### config.mk
export PLATFORM = sky130hd
export DESIGN_NAME = mem_arbiter_flat
export DESIGN_NICKNAME = d
export VERILOG_FILES = /design/src/rtl/mem_arb_pkg.sv /design/src/rtl/mem_arbiter_if.sv /design/src/rtl/arb_pick.sv /design/src/rtl/mem_arbiter.sv /design/src/flat_wrapper.sv
export SDC_FILE = /design/constraint.sdc
export NUM_CORES = 1
export LEC_CHECK = 0
export BUFFER_PORTS_ARGS = -buffer_cell sky130_fd_sc_hd__buf_2
export CELL_PAD_IN_SITES_DETAIL_PLACEMENT = 1
export CELL_PAD_IN_SITES_GLOBAL_PLACEMENT = 1
export CORE_MARGIN = 5
export CORE_UTILIZATION = 34
export CTS_BUF_LIST = sky130_fd_sc_hd__clkbuf_2
export DETAILED_ROUTE_END_ITERATION = 12
export PLACE_DENSITY = 0.84
export SETUP_SLACK_MARGIN = 0.05
export SYNTH_ARGS = -nofsm -noshare
export SYNTH_HDL_FRONTEND = slang
export SYNTH_SLANG_ARGS = --single-unit
export TNS_END_PERCENT = 1
### constraint.sdc
create_clock -name clk -period 2.35 [get_ports clk]
set_clock_uncertainty 0.1 [all_clocks]
set_input_delay 0.47 -clock clk [delete_from_list [all_inputs] [get_ports clk]]
set_output_delay 0.47 -clock clk [all_outputs]
set_load 0.01 [all_outputs]
### src/rtl/mem_arb_pkg.sv
// mem_arb_pkg: shared state encoding, master IDs and counter width for the
// two-master memory arbiter.
package mem_arb_pkg;

  typedef enum logic [1:0] {
    IDLE   = 2'd0,
    ACCESS = 2'd1,
    RESP   = 2'd2
  } state_t;

  localparam logic M_CPU = 1'b0;
  localparam logic M_AUX = 1'b1;

  localparam int unsigned CNT_W = 4;

endpackage

### src/rtl/mem_arbiter_if.sv
// mem_arbiter_if: both master request/response channels plus the shared
// memory bus. "slave" is the arbiter's view, "master" is the environment's.
interface mem_arbiter_if #(
  parameter int unsigned DATA_W = 32,
  parameter int unsigned ADDR_W = 32
);

  logic              m0_req;
  logic              m0_we;
  logic [ADDR_W-1:0] m0_addr;
  logic [DATA_W-1:0] m0_wdata;
  logic              m0_gnt;
  logic              m0_ack;
  logic [DATA_W-1:0] m0_rdata;
  logic              m0_err;

  logic              m1_req;
  logic              m1_we;
  logic [ADDR_W-1:0] m1_addr;
  logic [DATA_W-1:0] m1_wdata;
  logic              m1_gnt;
  logic              m1_ack;
  logic [DATA_W-1:0] m1_rdata;
  logic              m1_err;

  logic [ADDR_W-1:0] mem_addr;
  logic [DATA_W-1:0] mem_wdata;
  logic              mem_we;
  logic [DATA_W-1:0] mem_rdata;
  logic              mem_error;

  modport slave (
    input  m0_req, m0_we, m0_addr, m0_wdata,
    input  m1_req, m1_we, m1_addr, m1_wdata,
    input  mem_rdata, mem_error,
    output m0_gnt, m0_ack, m0_rdata, m0_err,
    output m1_gnt, m1_ack, m1_rdata, m1_err,
    output mem_addr, mem_wdata, mem_we
  );

  modport master (
    output m0_req, m0_we, m0_addr, m0_wdata,
    output m1_req, m1_we, m1_addr, m1_wdata,
    output mem_rdata, mem_error,
    input  m0_gnt, m0_ack, m0_rdata, m0_err,
    input  m1_gnt, m1_ack, m1_rdata, m1_err,
    input  mem_addr, mem_wdata, mem_we
  );

endinterface

### src/rtl/arb_pick.sv
// arb_pick: combinational winner selection between the two masters.
// Build option MEM_ARB_ROUND_ROBIN_EN: under contention grant the master that
// did not win last time; otherwise master 0 has fixed priority.
module arb_pick
  import mem_arb_pkg::*;
(
  input  logic m0_req,
  input  logic m1_req,
  input  logic last_winner,
  output logic valid_c,
  output logic winner_id_c
);

`ifdef MEM_ARB_ROUND_ROBIN_EN
  // Alternate under contention, otherwise take whoever is requesting
  always_comb begin
    valid_c     = m0_req | m1_req;
    winner_id_c = M_CPU;
    if (m0_req && m1_req) begin
      winner_id_c = ~last_winner;
    end else if (m1_req) begin
      winner_id_c = M_AUX;
    end
  end
`else
  // History is kept by the arbiter but selection ignores it
  logic unused_last_winner;
  assign unused_last_winner = last_winner;

  // Master 0 always wins when it is requesting
  always_comb begin
    valid_c     = m0_req | m1_req;
    winner_id_c = M_CPU;
    if (!m0_req && m1_req) begin
      winner_id_c = M_AUX;
    end
  end
`endif

endmodule

### src/rtl/mem_arbiter.sv
// mem_arbiter: shares one memory bus between the core (master 0) and an
// auxiliary master (master 1). Each access holds the bus for MEM_LATENCY
// cycles, then returns a one-cycle ack with read data and accumulated error.
// Build option MEM_ARB_ROUND_ROBIN_EN selects round-robin arbitration
// (see arb_pick); default is fixed priority to master 0.
module mem_arbiter
  import mem_arb_pkg::*;
#(
  parameter int unsigned DATA_W      = 32,
  parameter int unsigned ADDR_W      = 32,
  parameter int unsigned MEM_LATENCY = 2
) (
  input  logic          clk,
  input  logic          rst,
  mem_arbiter_if.slave  bus
);

  state_t           state;
  logic [CNT_W-1:0] cnt;
  logic             owner;
  logic             last_winner;
  logic             err_acc;
  logic             pick_valid;
  logic             pick_winner;

  arb_pick u_pick (
    .m0_req      (bus.m0_req),
    .m1_req      (bus.m1_req),
    .last_winner (last_winner),
    .valid_c     (pick_valid),
    .winner_id_c (pick_winner)
  );

  // Access sequencer: grant, hold the bus for the latency, then acknowledge
  always_ff @(posedge clk) begin
    if (rst) begin
      state        <= IDLE;
      cnt          <= '0;
      owner        <= M_CPU;
      last_winner  <= M_AUX;
      err_acc      <= 1'b0;
      bus.m0_gnt   <= 1'b0;
      bus.m0_ack   <= 1'b0;
      bus.m0_rdata <= DATA_W'(0);
      bus.m0_err   <= 1'b0;
      bus.m1_gnt   <= 1'b0;
      bus.m1_ack   <= 1'b0;
      bus.m1_rdata <= DATA_W'(0);
      bus.m1_err   <= 1'b0;
      bus.mem_addr <= ADDR_W'(0);
      bus.mem_wdata <= DATA_W'(0);
      bus.mem_we   <= 1'b0;
    end else begin
      case (state)
        IDLE: begin
          if (pick_valid) begin
            state       <= ACCESS;
            owner       <= pick_winner;
            last_winner <= pick_winner;
            cnt         <= CNT_W'(MEM_LATENCY);
            err_acc     <= 1'b0;
            if (pick_winner == M_AUX) begin
              bus.mem_addr  <= bus.m1_addr;
              bus.mem_wdata <= bus.m1_wdata;
              bus.mem_we    <= bus.m1_we;
              bus.m1_gnt    <= 1'b1;
            end else begin
              bus.mem_addr  <= bus.m0_addr;
              bus.mem_wdata <= bus.m0_wdata;
              bus.mem_we    <= bus.m0_we;
              bus.m0_gnt    <= 1'b1;
            end
          end
        end

        ACCESS: begin
          cnt     <= cnt - CNT_W'(1);
          err_acc <= err_acc | bus.mem_error;
          if (cnt == CNT_W'(1)) begin
            state      <= RESP;
            bus.mem_we <= 1'b0;
            if (owner == M_AUX) begin
              bus.m1_ack   <= 1'b1;
              bus.m1_rdata <= bus.mem_rdata;
              bus.m1_err   <= err_acc | bus.mem_error;
            end else begin
              bus.m0_ack   <= 1'b1;
              bus.m0_rdata <= bus.mem_rdata;
              bus.m0_err   <= err_acc | bus.mem_error;
            end
          end
        end

        RESP: begin
          state        <= IDLE;
          bus.m0_gnt   <= 1'b0;
          bus.m0_ack   <= 1'b0;
          bus.m0_rdata <= DATA_W'(0);
          bus.m0_err   <= 1'b0;
          bus.m1_gnt   <= 1'b0;
          bus.m1_ack   <= 1'b0;
          bus.m1_rdata <= DATA_W'(0);
          bus.m1_err   <= 1'b0;
        end

        default: state <= IDLE;
      endcase
    end
  end

endmodule

### src/flat_wrapper.sv
// flat-port wrapper written by rule: the top's interface ports become plain ports
module mem_arbiter_flat import mem_arb_pkg::*;
#(
  parameter int unsigned DATA_W      = 32,
  parameter int unsigned ADDR_W      = 32,
  parameter int unsigned MEM_LATENCY = 2
)
  (clk, rst, bus_m0_req, bus_m0_we, bus_m0_addr, bus_m0_wdata, bus_m1_req, bus_m1_we, bus_m1_addr, bus_m1_wdata, bus_mem_rdata, bus_mem_error, bus_m0_gnt, bus_m0_ack, bus_m0_rdata, bus_m0_err, bus_m1_gnt, bus_m1_ack, bus_m1_rdata, bus_m1_err, bus_mem_addr, bus_mem_wdata, bus_mem_we);
  mem_arbiter_if #(.DATA_W(DATA_W), .ADDR_W(ADDR_W)) bus_i ();
  input  logic clk;
  input  logic rst;
  input wire logic [$bits(bus_i.m0_req)-1:0] bus_m0_req;
  input wire logic [$bits(bus_i.m0_we)-1:0] bus_m0_we;
  input wire logic [$bits(bus_i.m0_addr)-1:0] bus_m0_addr;
  input wire logic [$bits(bus_i.m0_wdata)-1:0] bus_m0_wdata;
  input wire logic [$bits(bus_i.m1_req)-1:0] bus_m1_req;
  input wire logic [$bits(bus_i.m1_we)-1:0] bus_m1_we;
  input wire logic [$bits(bus_i.m1_addr)-1:0] bus_m1_addr;
  input wire logic [$bits(bus_i.m1_wdata)-1:0] bus_m1_wdata;
  input wire logic [$bits(bus_i.mem_rdata)-1:0] bus_mem_rdata;
  input wire logic [$bits(bus_i.mem_error)-1:0] bus_mem_error;
  output wire logic [$bits(bus_i.m0_gnt)-1:0] bus_m0_gnt;
  output wire logic [$bits(bus_i.m0_ack)-1:0] bus_m0_ack;
  output wire logic [$bits(bus_i.m0_rdata)-1:0] bus_m0_rdata;
  output wire logic [$bits(bus_i.m0_err)-1:0] bus_m0_err;
  output wire logic [$bits(bus_i.m1_gnt)-1:0] bus_m1_gnt;
  output wire logic [$bits(bus_i.m1_ack)-1:0] bus_m1_ack;
  output wire logic [$bits(bus_i.m1_rdata)-1:0] bus_m1_rdata;
  output wire logic [$bits(bus_i.m1_err)-1:0] bus_m1_err;
  output wire logic [$bits(bus_i.mem_addr)-1:0] bus_mem_addr;
  output wire logic [$bits(bus_i.mem_wdata)-1:0] bus_mem_wdata;
  output wire logic [$bits(bus_i.mem_we)-1:0] bus_mem_we;
  assign bus_i.m0_req = bus_m0_req;
  assign bus_i.m0_we = bus_m0_we;
  assign bus_i.m0_addr = bus_m0_addr;
  assign bus_i.m0_wdata = bus_m0_wdata;
  assign bus_i.m1_req = bus_m1_req;
  assign bus_i.m1_we = bus_m1_we;
  assign bus_i.m1_addr = bus_m1_addr;
  assign bus_i.m1_wdata = bus_m1_wdata;
  assign bus_i.mem_rdata = bus_mem_rdata;
  assign bus_i.mem_error = bus_mem_error;
  assign bus_m0_gnt = bus_i.m0_gnt;
  assign bus_m0_ack = bus_i.m0_ack;
  assign bus_m0_rdata = bus_i.m0_rdata;
  assign bus_m0_err = bus_i.m0_err;
  assign bus_m1_gnt = bus_i.m1_gnt;
  assign bus_m1_ack = bus_i.m1_ack;
  assign bus_m1_rdata = bus_i.m1_rdata;
  assign bus_m1_err = bus_i.m1_err;
  assign bus_mem_addr = bus_i.mem_addr;
  assign bus_mem_wdata = bus_i.mem_wdata;
  assign bus_mem_we = bus_i.mem_we;
  mem_arbiter #(.DATA_W(DATA_W), .ADDR_W(ADDR_W), .MEM_LATENCY(MEM_LATENCY)) u_core (.clk(clk), .rst(rst), .bus(bus_i));
endmodule
==> flow_metrics.tcl, run 1 <==
set metrics [dict create \
    ys_async_sr_fraction 0 \
    synth_nets 871 \
    first_global_vias 7588 \
    synthAdderAreaFrac 0.0144 \
    cts_resized 0 \
    via_per_inst 5.19 \
    syn_inst 697 \
    clock_latency_ns 0.71 \
    synth_xor_area_frac 0 \
    outcome "complete, no violations" \
    ys_warn_count 0 \
    root_buffer "clkbuf_2" \
    clock-sinks 143 \
    fin_nets 1304 \
    cp_slowest_stage_delay_ns 0.58 \
    pwr_density_cell_nw_per_um2 933 \
    route.detailed.drc 0 \
    critPathRequiredTime_ns 2.88 \
    critPathLaunchType "input port" \
    synth_top_area_share 0.471 \
    fp.dieW_microns 144 \
    report.final.hold_viol_count 0 \
    syn_to_final_growth_pct 57.3 \
    vias 7115 \
    netlist_top_cells_area "dfxtp_1, mux2i_1, nand2_1, a211oi_1, a21oi_1" \
    syn_avg_cell_area_sq_um 8.72 \
    synth_flop_cell "dfxtp_1" \
    synth_compound_area_frac 0.168 \
    synth_most_common_cell "dfxtp_1" \
    worstPathCellList "dlygate4sd3_1 > buf_2 > nand2b_4 > buf_4 > mux2i_1 > dlygate4sd3_1 > a211oi_1" \
    tightest_slew_ns 0.633 \
    rsz0062_at_grt "true" \
    slew_violations 0 \
    period_needed_ns 2.33 \
    crit_type "in -> reg" \
    first_iter_violations 389 \
    cp.arrival_ns 2.86 \
    cts.clk_slew.worst_paths_ns 0.26 \
    crit_top_cell "dlygate4sd3_1" \
    dpl.hpwl_microns 15900 \
    path_delay_family "buffers and inverters" \
    cts_max_level 4 \
    portBuffers 301 \
    hold_class "in -> reg" \
    leakagePower_nw 4.65 \
    drt_wl_total_microns 30200 \
    critPathCaptureType "flop" \
    period_share 0.993 \
    synth_top_family_by_area "simple AND/OR/NAND/NOR gates" \
    ys_types 32 \
    synth_seq_cells 143 \
    stdcell_area_sq_um 9560 \
    maxSlewHeadroom 0.578 \
    yosys.area_share.simple 0.183 \
    ys_seq_area_frac 0.471 \
    peakVddDrop_uv 574 \
    synthTopCellsByCount "dfxtp_1, nand2_1, a21oi_1" \
    cts_buffers 17 \
    critPathBufInv 4 \
    initial_core_util 0.349 \
    antenna_found_initial 3 \
    gp_congestion 0.786 \
    tns_ns 0 \
    fmax_ghz 0.428 \
    syn_area_sq_um 6080 \
    core_area_sq_um 17400 \
    drive_above_1_share 0.319 \
    grt-ovfl-total 0 \
    drtPass1Iterations 4 \
    synth_edf_count 0 \
    cp_max_fo 14 \
    placed_area_sq_um 7790 \
    fillers 2093 \
    cts.path.max_buffers 2 \
    grt_pass1_wl_microns 42600 \
    cp_slowest_cell "dlygate4sd3_1" \
    synth_mux_area_frac 0.109 \
    grt_max_degree 66 \
    dieArea_sq_um 20700 \
    grtUsageTotal 0.266 \
    setup_viol 0 \
    ios 302 \
    wl_per_cell_microns 22.0 \
    die_h_microns 144 \
    drv_cap 0 \
    cts_tree "built" \
    synth_top_cell_by_area "dfxtp_1" \
    num_rows 48 \
    antenna_left 0 \
]
timing repair:
| item | in CTS | in global routing |
|---|---|---|
| hold buffers | 146 | 0 |
| endpoints found under the setup margin | 0 | 5 |
| hold endpoints to repair | 110 | 0 |
| setup buffers | 0 | 10 |
stage by stage:
step           setup slack, ns  utilization  instances  total power, W  hold slack (ns)
2_1_floorplan            0.506            -        697         0.00559            0.367
3_3_place_gp             0.361        0.447       1180         0.00685            0.340
3_5_place_dp             0.296        0.447       1180         0.00700            0.343
4_1_cts                  0.199        0.544       1357         0.00862         0.000720
5_1_grt               0.000849        0.549       1371         0.00939         -0.00500
6_report                0.0156        0.549       1371         0.00892           0.0594
tightest hold or removal path, delay by kind of cell:
family	cells	cell delay [ns]
buf+inv	1	0.09
simple gates	2	0.23
compound gates	1	0.06
state kept, by name, summed over array words and instances, names as in the netlist:
name                  flops
u_core.bus.m1_gnt         1
u_core.state              2
u_core.bus.m0_ack         1
u_core.err_acc            1
u_core.bus.m0_rdata      32
u_core.bus.m1_ack         1
u_core.bus.m1_err         1
u_core.owner              1
u_core.bus.m0_err         1
u_core.bus.m0_gnt         1
u_core.bus.mem_we         1
u_core.bus.mem_wdata     32
u_core.bus.m1_rdata      32
u_core.bus.mem_addr      32
u_core.cnt                4
layout by cell type (no fill, tap or decap), types with 17 or more instances in the layout:
master,count
mux2i_1,65
nor2b_1,23
nor2_1,71
nand2_1,137
dfxtp_1,143
dlygate4sd3_1,146
buf_2,300
clkbuf_2,17
a21oi_1,76
a211oi_1,68
buf_4,20
path summary, 6_finish.rpt:
path,slack [ns],end,startpoint,cells after the start
worst max-delay path,0.02,u_core.bus.mem_addr[7],bus_m0_req,7
worst min-delay path,0.06,u_core.bus.m0_rdata[20],bus_mem_rdata[20],4
worst max register to register,0.22,u_core.bus.mem_we,u_core.state[1],5
worst min register to register,0.37,u_core.bus.m0_rdata[21],u_core.bus.m0_rdata[21],2
cell type report:
cell class	instances	area (sq um)	share of cell area
Sequential cell	143	2860	0.299
Tap cell	225	282	0.0295
Inverter	7	26.3	0.00275
Multi-Input combinational cell	488	2900	0.303
Antenna cell	4	10.0	0.00105
Clock inverter	14	141	0.0148
Timing Repair Buffer	473	3250	0.340
Clock buffer	17	85.1	0.00890
power breakdown:
group          total (W)  internal (W)  leakage [nW]  switching [W]
combinational    0.00399       0.00153          3.34        0.00245
clock            0.00145      0.000479         0.134       0.000969
sequential       0.00348       0.00306          1.18       0.000420
total            0.00892       0.00507          4.65        0.00384
cell families (layout without fill, tap and decap cells):
group / count (synthesis) / count (layout)
and+or+nand+nor: 258 / 258
other: 0 / 4
DFF: 143 / 143
adders and majority gates: 7 / 7
buffers and inverters: 66 / 511
muxes: 66 / 66
AOI/OAI and AO/OA: 157 / 157
routing by layer:
metal / track usage / wire length (microns) / vias to the layer above
met3: 0.0696 / 2230 / 106
met4: 0.143 / 1660 / 0
met1: 0.295 / 11100 / 3414
met2: 0.466 / 15100 / 351
met5: 0 / 0 / -
li1: - / - / 3244
Power figures use the tool's default switching activity.
==> run 2: changes to the inputs <==
--- a/config.mk
+++ b/config.mk
@@ -6,13 +6,12 @@
 export NUM_CORES = 1
 export LEC_CHECK = 0
 export BUFFER_PORTS_ARGS = -buffer_cell sky130_fd_sc_hd__buf_2
-export CELL_PAD_IN_SITES_DETAIL_PLACEMENT = 1
-export CELL_PAD_IN_SITES_GLOBAL_PLACEMENT = 1
+export CORE_ASPECT_RATIO = 0.5
 export CORE_MARGIN = 5
-export CORE_UTILIZATION = 34
+export CORE_UTILIZATION = 47
 export CTS_BUF_LIST = sky130_fd_sc_hd__clkbuf_2
 export DETAILED_ROUTE_END_ITERATION = 12
-export PLACE_DENSITY = 0.84
+export PLACE_DENSITY = 0.83
 export SETUP_SLACK_MARGIN = 0.05
 export SYNTH_ARGS = -nofsm -noshare
 export SYNTH_HDL_FRONTEND = slang
==> run 2 against run 1 <==
  * Cell count shrank 11%
  * Setup slack better by 0.22 ns
  * Clock-buffer cell count up 1
  * Total power is 5.3% lower
  * Combinational power fell by 13%
  * Register-to-register slack gained 0.03 ns
  * Critical endpoint is now u_core.bus.mem_wdata[17]
  * Largest power group unchanged
==> flow_metrics.tcl, run 2 (synthesized netlist as in run 1, its figures left out) <==
set metrics [dict create \
    outcome "complete, no violations" \
    critPathCaptureType "flop" \
    placed_area_sq_um 7710 \
    core_area_sq_um 12700 \
    tightest_slew_ns 0.606 \
    first_iter_violations 385 \
    die_h_microns 90.4 \
    p_total_w 0.00845 \
    initial_core_util 0.480 \
    portBuffers 301 \
    num_rows 29 \
    cp_slowest_stage_delay_ns 0.58 \
    critPathRequiredTime_ns 2.81 \
    dp_slack_ns 0.301 \
    hold-worst-slack_ns 0.0508 \
    critPathBufInv 4 \
    grt-ovfl-total 0 \
    route.detailed.drc 0 \
    fp.dieW_microns 171 \
    crit_top_cell "dlygate4sd3_1" \
    drv_cap 0 \
    drive_above_1_share 0.338 \
    crit_start "bus_m0_req" \
    clock_latency_ns 0.64 \
    cts_buffers 17 \
    ios 302 \
    clock-sinks 143 \
    peakVddDrop_uv 570 \
    first_global_vias 6059 \
    path_delay_family "buffers and inverters" \
    gp_congestion 0.844 \
    fin_nets 1215 \
    grt_max_degree 129 \
    pwr_density_cell_nw_per_um2 975 \
    antenna_left 0 \
    cp_max_fo 34 \
    period_needed_ns 2.11 \
    fmax_ghz 0.474 \
    period_share 0.898 \
    critPathLaunchType "input port" \
    drt_wl_total_microns 19300 \
    hold_class "in -> reg" \
    report.final.hold_viol_count 0 \
    cts_max_level 4 \
    rsz0062_at_grt "false" \
    cts_tree "built" \
    worstReg2RegStart "u_core.state[1]" \
    grtUsageTotal 0.231 \
    setup_viol 0 \
    grt_pass1_wl_microns 29400 \
    root_buffer "clkbuf_2" \
    antenna_found_initial 0 \
    cts.path.max_buffers 2 \
    via_per_inst 5.12 \
    maxSlewHeadroom 0.596 \
    wl_per_cell_microns 15.7 \
    post_cts_buffers 0 \
    cp.arrival_ns 2.57 \
    worst_hold_startpoint "bus_m0_wdata[6]" \
    cts.clk_slew.worst_paths_ns 0.23 \
    slew_violations 0 \
    vias 6263 \
    leakagePower_nw 4.30 \
    final_common_cell "buf_2" \
    stdcell_area_sq_um 8660 \
    worstPathCellList "dlygate4sd3_1 > buf_2 > nand2b_4 > buf_12 > mux2i_1 > dlygate4sd3_1 > a211oi_1" \
    cp_slowest_cell "dlygate4sd3_1" \
    tns_ns 0 \
    syn_to_final_growth_pct 42.5 \
    layout_common_cells "buf_2, dfxtp_1, nand2_1" \
    crit_type "in -> reg" \
    drtPass1Iterations 5 \
    dpl.hpwl_microns 13000 \
    setup_slack_ns 0.241 \
    dieArea_sq_um 15400 \
    num_antenna_cells 0 \
]
## run 2: changes by cell type in the layout (fill, tap and decap cells not counted), sizes merged
cell	before	now
diode	4	0
buf	327	316
dlygate4sd3	146	68
clkinv	7	5
clkbuf	17	18
inv	9	12
bufinv	2	3
clkinvlp	3	1
## run 2: metrics by stage
step,std cells,utilization
detailed placement,1124,0.609
global route,1224,0.684
global placement,1124,0.609
floorplan,697,-
finish,1224,0.684
CTS,1201,0.666
## run 2: routing by layer
layer	wire [microns]	global-route usage
met5	0	0
met4	484	0.0890
met3	1270	0.0485
met2	10000	0.412
met1	7500	0.273
## run 2: area by class of cell
type                       count  area, sq um
sequential                   143         2860
tap                          170          213
clock buffer                  18         90.1
fill                        1022         4000
timing repair buffer         384         2390
inverter                       7         26.3
clock inverter                14          180
multi-input combinational    488         2900
## run 2: final timing paths
path | to | slack, ns | cells after the start
hold reg to reg | u_core.bus.m1_rdata[17] | 0.37 | 2
hold / removal | u_core.bus.mem_wdata[6] | 0.05 | 3
setup / recovery | u_core.bus.mem_wdata[17] | 0.24 | 7
setup reg to reg | u_core.bus.mem_we | 0.25 | 5
## run 2: timing repair
item / in CTS / in global routing
setup endpoints to repair: 0 / 1
endpoints found under the hold margin: 26 / 28
hold buffers: 45 / 23
resized for setup: 0 / 1
## run 2: worst reg2reg max path, delay by kind of cell (launching register included)
kind	cells	cell delay [ns]
DFF	1	0.38
buffers and inverters	1	0.13
and+or+nand+nor	1	0.40
adders and majority gates	1	0.57
AOI/OAI and AO/OA	2	0.46
## run 2: where the power goes
group	switching (W)	internal, W
clock network	0.000939	0.000620
registers	0.000350	0.00306
logic	0.00208	0.00140
total	0.00337	0.00508
